$ cat config.mk
export PLATFORM = sky130hd
export DESIGN_NAME = twoask_demod
export DESIGN_NICKNAME = d
export VERILOG_FILES = /design/src/rtl/twoask_demod.sv
export SDC_FILE = /design/constraint.sdc
export NUM_CORES = 1
export LEC_CHECK = 0
export ABC_AREA = 1
export CORE_MARGIN = 1.5
export CORE_UTILIZATION = 55
export DETAILED_ROUTE_END_ITERATION = 7
export PLACE_DENSITY = 0.76
export SYNTH_ARGS = -nofsm -noshare
export SYNTH_HDL_FRONTEND = slang
export SYNTH_SLANG_ARGS = --single-unit
$ cat constraint.sdc
create_clock -name clk -period 2.9 [get_ports clk]
set_clock_uncertainty 0.2 [all_clocks]
set_input_delay 0.58 -clock clk [delete_from_list [all_inputs] [get_ports clk]]
set_output_delay 0.58 -clock clk [all_outputs]
set_load 0.02 [all_outputs]
$ cat src/rtl/twoask_demod.sv
// 2ASK receive path: rectify, integrate-and-dump each bit period, threshold the
// energy into a bit, then check the recovered stream against the PN7 m-sequence.
module twoask_demod #(
  parameter int OFFSET    = 128,
  parameter int SPB       = 32,
  parameter int DET_LVL   = 48,
  parameter int THRESH    = 1024,
  parameter int LOSS_BITS = 16,
  parameter int ACC_W     = 16
) (
  input  logic        clk,
  input  logic        rst,
  input  logic        sample_en,
  input  logic [7:0]  adc_data,
  output logic        bit_out,
  output logic        bit_valid,
  output logic        locked,
  output logic        pn_sync,
  output logic [15:0] err_cnt,
  output logic        state_dbg
);

  // sample_en is a one-cycle valid with no ready: every strobed sample is consumed,
  // and bit_valid is a one-cycle valid that downstream must accept when it fires.

  localparam int CNT_W = $clog2(SPB);
  localparam int ZR_W  = $clog2(LOSS_BITS + 1);
  localparam logic [8:0] OFF9 = 9'(OFFSET);

  typedef enum logic {
    ST_SEARCH = 1'b0,
    ST_TRACK  = 1'b1
  } state_t;

  state_t state, state_nx;

  // ---------------- stage 1: rectifier ----------------
  logic [8:0] diff;
  logic [6:0] rect_d, rect_q;
  logic       rect_v;

  always_comb begin
    diff = '0;
    if ({1'b0, adc_data} >= OFF9) diff = {1'b0, adc_data} - OFF9;
    else                          diff = OFF9 - {1'b0, adc_data};
    rect_d = (diff > 9'd127) ? 7'd127 : diff[6:0];
  end

  always_ff @(posedge clk) begin
    if (rst) begin
      rect_q <= '0;
      rect_v <= 1'b0;
    end else begin
      rect_v <= sample_en;
      if (sample_en) rect_q <= rect_d;
    end
  end

  // ---------------- acquisition / integrate-and-dump FSM ----------------
  logic [ACC_W-1:0] acc, acc_nx, acc_sum;
  logic [CNT_W-1:0] samp_cnt, samp_nx;
  logic [ZR_W-1:0]  zero_run, zrun_nx;
  logic             dec_fire, dec_bit, loss;

  always_ff @(posedge clk) begin
    if (rst) state <= ST_SEARCH;
    else     state <= state_nx;
  end

  always_comb begin
    state_nx = state;
    acc_nx   = acc;
    samp_nx  = samp_cnt;
    zrun_nx  = zero_run;
    dec_fire = 1'b0;
    dec_bit  = 1'b0;
    loss     = 1'b0;
    acc_sum  = acc + ACC_W'(rect_q);
    if (rect_v) begin
      case (state)
        ST_SEARCH: begin
          // The detecting sample is sample 0 of the first bit.
          if (rect_q >= 7'(DET_LVL)) begin
            state_nx = ST_TRACK;
            acc_nx   = ACC_W'(rect_q);
            samp_nx  = CNT_W'(1);
          end
        end
        ST_TRACK: begin
          if (samp_cnt == CNT_W'(SPB - 1)) begin
            dec_fire = 1'b1;
            dec_bit  = (acc_sum >= ACC_W'(THRESH));
            acc_nx   = '0;
            samp_nx  = '0;
            if (dec_bit) begin
              zrun_nx = '0;
            end else if (zero_run == ZR_W'(LOSS_BITS - 1)) begin
              // Longer zero run than PN7 can produce: the carrier is gone.
              loss     = 1'b1;
              zrun_nx  = '0;
              state_nx = ST_SEARCH;
            end else begin
              zrun_nx = zero_run + ZR_W'(1);
            end
          end else begin
            acc_nx  = acc_sum;
            samp_nx = samp_cnt + CNT_W'(1);
          end
        end
        default: state_nx = ST_SEARCH;
      endcase
    end
  end

  always_ff @(posedge clk) begin
    if (rst) begin
      acc       <= '0;
      samp_cnt  <= '0;
      zero_run  <= '0;
      bit_out   <= 1'b0;
      bit_valid <= 1'b0;
      locked    <= 1'b0;
    end else begin
      acc       <= acc_nx;
      samp_cnt  <= samp_nx;
      zero_run  <= zrun_nx;
      bit_valid <= dec_fire;
      locked    <= (state == ST_TRACK);
      if (dec_fire) bit_out <= dec_bit;
    end
  end

  assign state_dbg = state;

  // ---------------- PN7 checker, x^7 + x^6 + 1 ----------------
  logic [6:0]  hist;
  logic [2:0]  fill;
  logic [3:0]  match_run, mr_inc;
  logic [15:0] err_q;
  logic        pred, mism;

  always_comb begin
    pred   = hist[6] ^ hist[5];
    mism   = (fill == 3'd7) && (dec_bit != pred);
    mr_inc = (match_run == 4'd15) ? match_run : match_run + 4'd1;
  end

  // The checker consumes the decision on the same edge that publishes bit_out.
  always_ff @(posedge clk) begin
    if (rst) begin
      hist      <= '0;
      fill      <= '0;
      match_run <= '0;
      pn_sync   <= 1'b0;
      err_q     <= '0;
    end else if (dec_fire) begin
      if (loss) begin
        hist      <= '0;
        fill      <= '0;
        match_run <= '0;
        pn_sync   <= 1'b0;
      end else begin
        hist <= {hist[5:0], dec_bit};
        if (fill != 3'd7) fill <= fill + 3'd1;
        if (fill == 3'd7) begin
          if (mism) begin
            if (err_q != 16'hFFFF) err_q <= err_q + 16'd1;
            match_run <= '0;
            pn_sync   <= 1'b0;
          end else begin
            match_run <= mr_inc;
            if (mr_inc >= 4'd14) pn_sync <= 1'b1;
          end
        end
      end
    end
  end

  assign err_cnt = err_q;

endmodule

-- Word-level counts from Yosys, hierarchy flattened
Index checks and enable logic that the tools add are counted.
- bits in registers: 69
- input bits: 11
- add/subtract/negate cells: 8
- order comparisons: 5
- equality and inequality tests: 8
- multiplexer cells: 37
- bitwise logic cells: 3
- reductions and logical operators: 10
- operators with widths (operator ; number):
    16-bit 2-to-1 mux ; 2
    16-bit one-hot mux with 2 select lines ; 1
    5-bit 2-to-1 mux ; 4
    1-bit 2-to-1 mux ; 19
    16-bit by 1-bit adder with 16-bit output (second input constant) ; 1
    16-bit by 7-bit adder with 16-bit output ; 1
    16-bit by 11-bit >= comparator with 1-bit output (second input constant) ; 1
    4-bit 2-to-1 mux ; 4
    16-bit != test (second input constant) ; 1
    7-bit 2-to-1 mux ; 2
    5-bit by 1-bit adder with 5-bit output (second input constant) ; 2
    5-bit one-hot mux with 2 select lines ; 1
    9-bit by 7-bit > comparator with 1-bit output (second input constant) ; 1
    9-bit 2-to-1 mux ; 1
    8-bit by 8-bit subtractor with 9-bit output (first input constant) ; 1
    8-bit by 8-bit subtractor with 9-bit output (second input constant) ; 1
    8-bit >= comparator (second input constant) ; 1
    7-bit by 6-bit >= comparator with 1-bit output (second input constant) ; 1
    3-bit 2-to-1 mux ; 2
    2-bit AND reduction ; 3
    3-bit AND reduction ; 2
    5-bit by 4-bit equality test with 1-bit output (second input constant) ; 1
    5-bit equality test (second input constant) ; 1
    5-bit AND reduction ; 1
    14 further kinds ; 16

-- Logic depth before layout (Yosys ltp)
Gate-level depths: netlist (run 1).
- depth after elaboration: 10
- gate-level depth with buffers: 19
- gate-level depth less buffers: 19

-- Worst setup path before layout (run 1)
Ideal clock, no wire load.
- path type: flip-flop to flip-flop
- start point: register rect_q[0]
- end point: register err_q[10], in the netlist err_cnt[10]
- library setup time: 0.134 ns
- arrival: 2.239 ns
- path slack: 0.327 ns
- cell stages (with the launch flop): 18
- buffers on the path: 1
- clock period less this slack: 2.573 ns
- cell sequence: dfxtp_1 ha_1 fa_1 nand2_1 nand2_1 nand3_1 nand2_1 nand2_1 nand2_1 nand2_1 nand2_2 nor2_4 nand2_4 nand3_2 nand3_4 buf_6 o21ai_1 a21oi_1
- word-level cells in the longest chain between the ends: 8
- elaborated cells between the ends (all ways): 13
- those cells by class: add/sub: 1; order compare: 1; eq/ne: 1; mux: 7; bitwise: 1; reduce/logical: 2
- RTL lines (element ; line ; RTL):
    start, declared ; 39 ; logic [6:0] rect_d, rect_q;
    start signal, assigned ; 55 ; if (sample_en) rect_q <= rect_d;
    16-bit by 7-bit adder with 16-bit output (*) ; 78 ; acc_sum = acc + ACC_W'(rect_q);
    16-bit by 11-bit >= comparator with 1-bit output (*) ; 92 ; dec_bit = (acc_sum >= ACC_W'(THRESH));
    1-bit 2-to-1 mux (on tied branches) ; 90, 95 ;
    1-bit 2-to-1 mux (on tied branches) ; 80, 90 ;
    1-bit 2-to-1 mux (on tied branches) ; 79, 80 ;
    1-bit != test or 1-bit 2-to-1 mux (tied branches) ; 144, 79 ;
    1-bit logical AND or 1-bit inverter (tied branches) ; - ;
    5-bit AND reduction (no source line) (*) ; - ;
    end signal, assigned ; 167 ; if (err_q != 16'hFFFF) err_q <= err_q + 16'd1;
    end, declared ; 139 ; logic [15:0] err_q;
Mark *: on every way between the ends. The rest lies on a longest branch, timed or not.
A chain may end at the register's enable or synchronous reset.

-- Final worst setup path (run 1)
- start point: register rect_q[0]
- end point: register err_q[8], in the netlist err_cnt[8]
The elaborated chain is that of the path after synthesis.

==> run summary, run 1 <==
Worst-Skew Late Latency - 0.34 ns
Area post-placement - 4473 um2
Tightest Pin Transition - 0.7272 ns
Post-DP HPWL - 6.655 mm
CTS buffer count - 9
Tot Pwr - 1884 uW
Final instance area - 4807 um2
Initial antenna violation count - 0
Area Growth Syn to Fin - 18.11%
FMAX - 367.4 MHz
# setup viols final - 0
Worst-path cell chain - ha_2 -> fa_2 -> nand2_2 -> nand2_1 -> nand3_1 -> nand2_1 -> nand2_1 -> nand2_1 -> nand2_1 -> nand2_2 -> nor2_4 -> nand2_4 -> nand3_2 -> nand3_4 -> buf_4 -> o21ai_1 -> a21oi_1
Synth Instances - 573
Number of diodes - 0
P_leak - 0.001899 uW
Synth cell count leaders - nand2_1 (120), dfxtp_1 (69), inv_1 (64)
Global Route Usage Sum - 24.52%
VDD IR max - 0.0002163 V
Global-route wire length before repair - 15.36 mm
Port Buffer Count - 31
Root Driver - clkbuf_8
Die Y - 89.03 um
Finished Layout Cells - 717
Critical Path Fanout Max - 7
Syn_area_per_cell - 7.103 um2
Critical path's most frequent cell - nand2_1
Tmin final - 2.722 ns
Syn. warnings - 0
Rel. slew slack - 51.47%
Via count - 3950
Gp weighted congestion - 0.9003
Setup crit end kind - register
Net Count, Synth - 601
Gr ovfl total - 0
Die area - 7925 um2
Post-synth top area share - 33.94%
Post-synth top area cell - dfxtp_1
Core area - 7214 um2
Hold_buf cts - 0
Largest net degree at the start of global routing - 45
Synth async-reset ratio - 0%
DRT iter0 DRCs - 360
Die X - 89.03 um
Final hold violation count - 0
Synth unique cells - 45
Pre-CTS setup slack - 0.02856 ns
CTS tree - yes
Layout cell share with drive strength beyond 1 - 12.46%
CP startpoint kind - register
Worst EP arrival - 2.73 ns
Synth Flop Type - dfxtp_1
Synth Register Bits - 69
Clk sinks - 69
First drt pass iteration count - 5
Run status - complete, no violations
DR WL/cell - 13.39 um
Final WL - 9.601 mm
Final period utilization - 93.85%
CTS max path bufs - 2
Sequential area share after synthesis - 33.94%
Worst Hold Class - reg2reg
Area contributors post-synth - dfxtp_1 (34%), nand2_1 (11%), a21oi_1 (7.5%)
Layout net count - 642
Remaining antenna violation count after routing - 0
Top-count cell post-synth - nand2_1
Vias in the first global route - 3477
H-tree depth - 3
I/O pin cnt - 32
Worst path max stage delay - 0.37 ns
Vias per cell - 5.509
Slowest stage cell, crit path - fa_2
EDFF count, synth - 0
Setup WS post-layout - 0.1784 ns
Power Dens Cells - 391.8 nW/um2
Cells after DPL - 694
Finished Core Util - 66.63%
DRC viols - 0
Starting density of the core - 56.42%
Slew Viols, Final - 0
Max-capacitance violation count - 0
Post-Syn Area - 4070 um2
Critical path required time - 2.91 ns
Crit Path Category - reg2reg
Reg clk slew, reported paths - 0.07 ns
Rows - 31
[cell usage in the layout (no fill, tap or decap), drive strengths merged, types with 2 or more instances in the layout]
cell type / Yosys / final
nand4: 18 / 18
xor2: 17 / 17
dfxtp: 69 / 69
clkinv: 1 / 2
inv: 68 / 68
ha: 16 / 16
a21oi: 64 / 64
nand3: 38 / 39
a311oi: 2 / 2
o221ai: 2 / 2
o21ai: 42 / 42
a221oi: 2 / 2
nor4: 4 / 4
buf: 5 / 15
nand2: 132 / 132
nor2: 51 / 51
clkdlybuf4s50: 0 / 31
xnor2: 7 / 7
clkbuf: 12 / 13
nor3: 11 / 11
[metal layers]
metal | track usage [%] | part of all wire (%) | up-vias
met1 | 33.50 | 47 | 1836
met5 | 0 | 0 | -
li1 | - | - | 2003
met4 | 8.951 | 1.1 | 0
met3 | 3.509 | 4.4 | 11
met2 | 39.60 | 47 | 100
[critical path: cells and delay by family (launching register included)]
| family | cells | cell delay, ns |
|---|---|---|
| fa+ha+maj | 2 | 0.57 |
| buf+inv | 1 | 0.20 |
| compound gates | 2 | 0.19 |
| simple gates | 12 | 1.10 |
| flops | 1 | 0.33 |
[state kept, by name (all words and copies together), names as in the netlist]
register and count:
pn_sync 1, match_run 4, state_dbg 1, hist 7, samp_cnt 5, fill 3
acc 16, bit_valid 1, err_cnt 16, locked 1, bit_out 1, zero_run 5
rect_q 7, rect_v 1
[path summary, 6_finish.rpt]
check	start	endpoint	slack, ns	depth (start not counted)
setup / recovery	rect_q[0]$_SDFFE_PP0P_	err_cnt[8]$_SDFFE_PP0P_	0.18	17
hold reg to reg	hist[1]$_SDFFE_PP0P_	hist[2]$_SDFFE_PP0P_	0.27	2
setup reg to reg	rect_q[0]$_SDFFE_PP0P_	err_cnt[8]$_SDFFE_PP0P_	0.18	17
hold / removal	hist[1]$_SDFFE_PP0P_	hist[2]$_SDFFE_PP0P_	0.27	2
[area by class of cell]
class | count | area, um2
Tap cell | 99 | 123.9
Clock inverter | 2 | 35.03
Multi-Input combinational cell | 419 | 2445
Fill cell | 648 | 2407
Inverter | 69 | 259.0
Sequential cell | 69 | 1383
Clock buffer | 13 | 138.9
Timing Repair Buffer | 46 | 422.9
[through the flow]
step | setup TNS, ns | hold slack [ns]
after floorplan | 0 | 0.2234
after global placement | 0 | 0.2384
after detailed placement | 0 | 0.2587
after CTS | 0 | 0.2695
after global routing | -0.004577 | 0.2821
final | 0 | 0.2660
[what timing repair did]
action | 4_1_cts | 5_1_grt
resized for setup | 0 | 16
endpoints found under the setup margin | 0 | 21
buffers inserted | 0 | 7
[power breakdown]
| part | internal, uW | switching, uW | leakage (uW) |
|---|---|---|---|
| Combinational | 66.0 | 92.1 | 0.00125 |
| Clock | 393 | 349 | 0.0000875 |
| Sequential | 964 | 19.4 | 0.000559 |
[logic make-up after synthesis]
logic type               Yosys count  synth area share, %
AND/OR/NAND/NOR                  256                30.25
AO/OA/AOI/OAI                    121                16.63
buffers and inverters             86                8.607
flip-flops                        69                33.94
XOR/XNOR                          24                5.164
adder cells (fa/ha/maj)           17                5.410
Power figures use the tool's default switching activity.
==> run 2, diff against run 1 <==
Settings changed: CAP_MARGIN from default to 15, SLEW_MARGIN from default to 20.
==> results of run 2 <==
Same layout as run 1: the final DEF is identical, and so are final timing and power.
==> run 3, diff against run 2 <==
Settings changed: CORE_ASPECT_RATIO from default to 1.1.
==> run summary, run 3 (synthesized netlist as in run 1, its figures left out) <==
Run status - complete, but fails checks
Failing checks - DRC
Psw - 471.5 uW (+2.3%)
VDD IR max - 0.0002995 V (+38%)
Initial antenna violation count - 0 (unchanged)
Sequential Area - 1381 um2 (about the same)
Port Buffer Count - 31 (unchanged)
Most frequent cells in the layout - nand2_1 (117), dfxtp_1 (69), inv_1 (64)
CP startpoint kind - register
CTS max path bufs - 2 (unchanged)
Rows - 32 (+3.2%)
FMAX - 370.7 MHz (+0.89%)
Fillers - 617 (-4.8%)
Global Route Usage Sum - 24.06% (-0.46 points)
Sum Neg Setup Slack - 0 ns (unchanged)
DRC viols - 3 (+3)
Tightest Pin Transition - 0.6931 ns (-0.03413 ns)
Final period utilization - 93.02% (-0.83 points)
Crit Path Category - reg2reg
Critical Path Fanout Max - 7 (unchanged)
Switching portion of total power - 24.69% (+0.24 points)
Number of diodes - 0 (unchanged)
Tmin final - 2.698 ns (-0.02407 ns)
Critical path required time - 2.92 ns (about the same)
Final hold violation count - 0 (unchanged)
Area Growth Syn to Fin - 17.00%
Unrepaired setup endpoints after global routing - no
I/O pin cnt - 32 (unchanged)
Die X - 85.02 um (-4.5%)
Global-route wire length before repair - 15.53 mm (+1.1%)
Starting density of the core - 57.43% (+1.0 points)
Remaining antenna violation count after routing - 0 (unchanged)
Layout cell share with drive strength beyond 1 - 11.51% (-0.95 points)
H-tree depth - 3 (unchanged)
Flop pwr share - 51.3% (-0.9 points)
First drt pass iteration count - 6 (+1)
Largest net degree at the start of global routing - 45 (unchanged)
Vias in the first global route - 3658 (+5.2%)
Most common cell after layout, fill and taps aside - nand2_1
# setup viols final - 0 (unchanged)
Max-capacitance violation count - 0 (unchanged)
Final WL - 9.319 mm (-2.9%)
Slew Viols, Final - 0 (unchanged)
Worst-Skew Late Latency - 0.35 ns (about the same)
Post-DP HPWL - 6.492 mm (-2.4%)
Layout net count - 640 (-0.31%)
Core area - 7087 um2 (-1.8%)
Root Driver - clkbuf_8
CTS buffer count - 9 (unchanged)
Setup crit end kind - register
Reg clk slew, reported paths - 0.08 ns (about the same)
Clk sinks - 69 (unchanged)
DR WL/cell - 13.27 um (-0.86%)
Int Pwr - 1438 uW (+1.0%)
Power Dens Cells - 400.9 nW/um2 (+2.3%)
P_leak - 0.001911 uW (+0.62%)
Tot Pwr - 1909 uW (+1.4%)
Rel. slew slack - 53.74% (+2.3 points)
Die Y - 93.23 um (+4.7%)
Gr ovfl total - 0 (unchanged)
DRT iter0 DRCs - 190 (-47%)
Hold_buf cts - 0 (unchanged)
Area taken by multi-input logic gates - 2387 um2 (-2.4%)
Vias per cell - 5.533 (+0.43%)
Logic pwr share - 7.6% (-0.8 points)
Worst EP arrival - 2.72 ns (about the same)
Worst Hold Class - reg2reg
Clk pwr share - 41.1% (+1.7 points)
Gp weighted congestion - 0.9578 (+6.4%)
CTS tree - yes
Die area - 7926 um2 (about the same)
Via count - 3884 (-1.7%)
-- run 3: changes by cell type in the layout (fill, tap and decap cells not counted), sizes merged --
| cell | before | now |
|---|---|---|
| clkinv | 2 | 3 |
| clkinvlp | 0 | 1 |
| buf | 15 | 13 |
| clkbuf | 13 | 12 |
-- run 3: critical path, cell delays in order, from the launching register on --
cell and delay, ns:
dfxtp_1 0.33, ha_2 0.20, fa_2 0.39, nand2_1 0.10, nand2_1 0.08, nand3_1 0.09, nand2_2 0.08, nand2_2 0.07
nand2_1 0.05, nand2_1 0.06, nand2_2 0.07, nor2_4 0.14, nand2_4 0.09, nand3_2 0.13, nand3_4 0.14, buf_4 0.17
o21ai_1 0.12, a21oi_1 0.07
-- run 3: final cells by class --
class	count	area share (%)
clock buffer	12	3.048
clock inverter	4	0.9984
inverter	69	5.491
multi-input combinational	419	50.13
sequential	69	29.01
tap	85	2.233
timing repair buffer	44	9.091
-- run 3: path summary, 6_finish.rpt --
check / slack (ns) / cells after the start / endpoint / startpoint
worst max-delay path: 0.20 / 17 / err_cnt[13]$_SDFFE_PP0P_ / rect_q[0]$_SDFFE_PP0P_
worst min-delay path: 0.26 / 2 / zero_run[4]$_SDFFE_PP0P_ / zero_run[4]$_SDFFE_PP0P_
worst max register to register: 0.20 / 17 / err_cnt[13]$_SDFFE_PP0P_ / rect_q[0]$_SDFFE_PP0P_
worst min register to register: 0.26 / 2 / zero_run[4]$_SDFFE_PP0P_ / zero_run[4]$_SDFFE_PP0P_
-- run 3: stage by stage --
stage	utilization [%]	hold slack, ns	std cells	setup WS, ns	cell area [um2]
detailed placement	62.66	0.2482	678	0.05658	4441
CTS	65.38	0.2609	694	0.03071	4633
global route	67.20	0.2887	702	0.01523	4762
global placement	62.66	0.2409	678	0.1268	4441
finish	67.20	0.2620	702	0.2025	4762
floorplan	-	0.2234	573	0.3270	4070
-- run 3: layer usage --
metal  wire length [um]  vias to the layer above  global-route usage, %
li1                   -                     1989                      -
met1               4041                     1800                  27.69
met2               4751                       77                  43.06
met3                338                       18                  4.854
met4                187                        0                  10.25
met5                  0                        -                      0
-- run 3: repair_timing --
action                                  in CTS  in global routing
gates resized for setup                      0                  9
buffers inserted                             0                  7
endpoints found under the setup margin       0                 22
-- run 3: power groups by stage --
stage | Sequential [uW] | Clock [uW] | Combinational, uW
floorplan | 997 | 0 | 92.6
CTS | 978 | 798 | 141
finish | 980 | 785 | 144
global route | 981 | 845 | 161
global placement | 1000 | 0 | 137
detailed placement | 1000 | 0 | 140
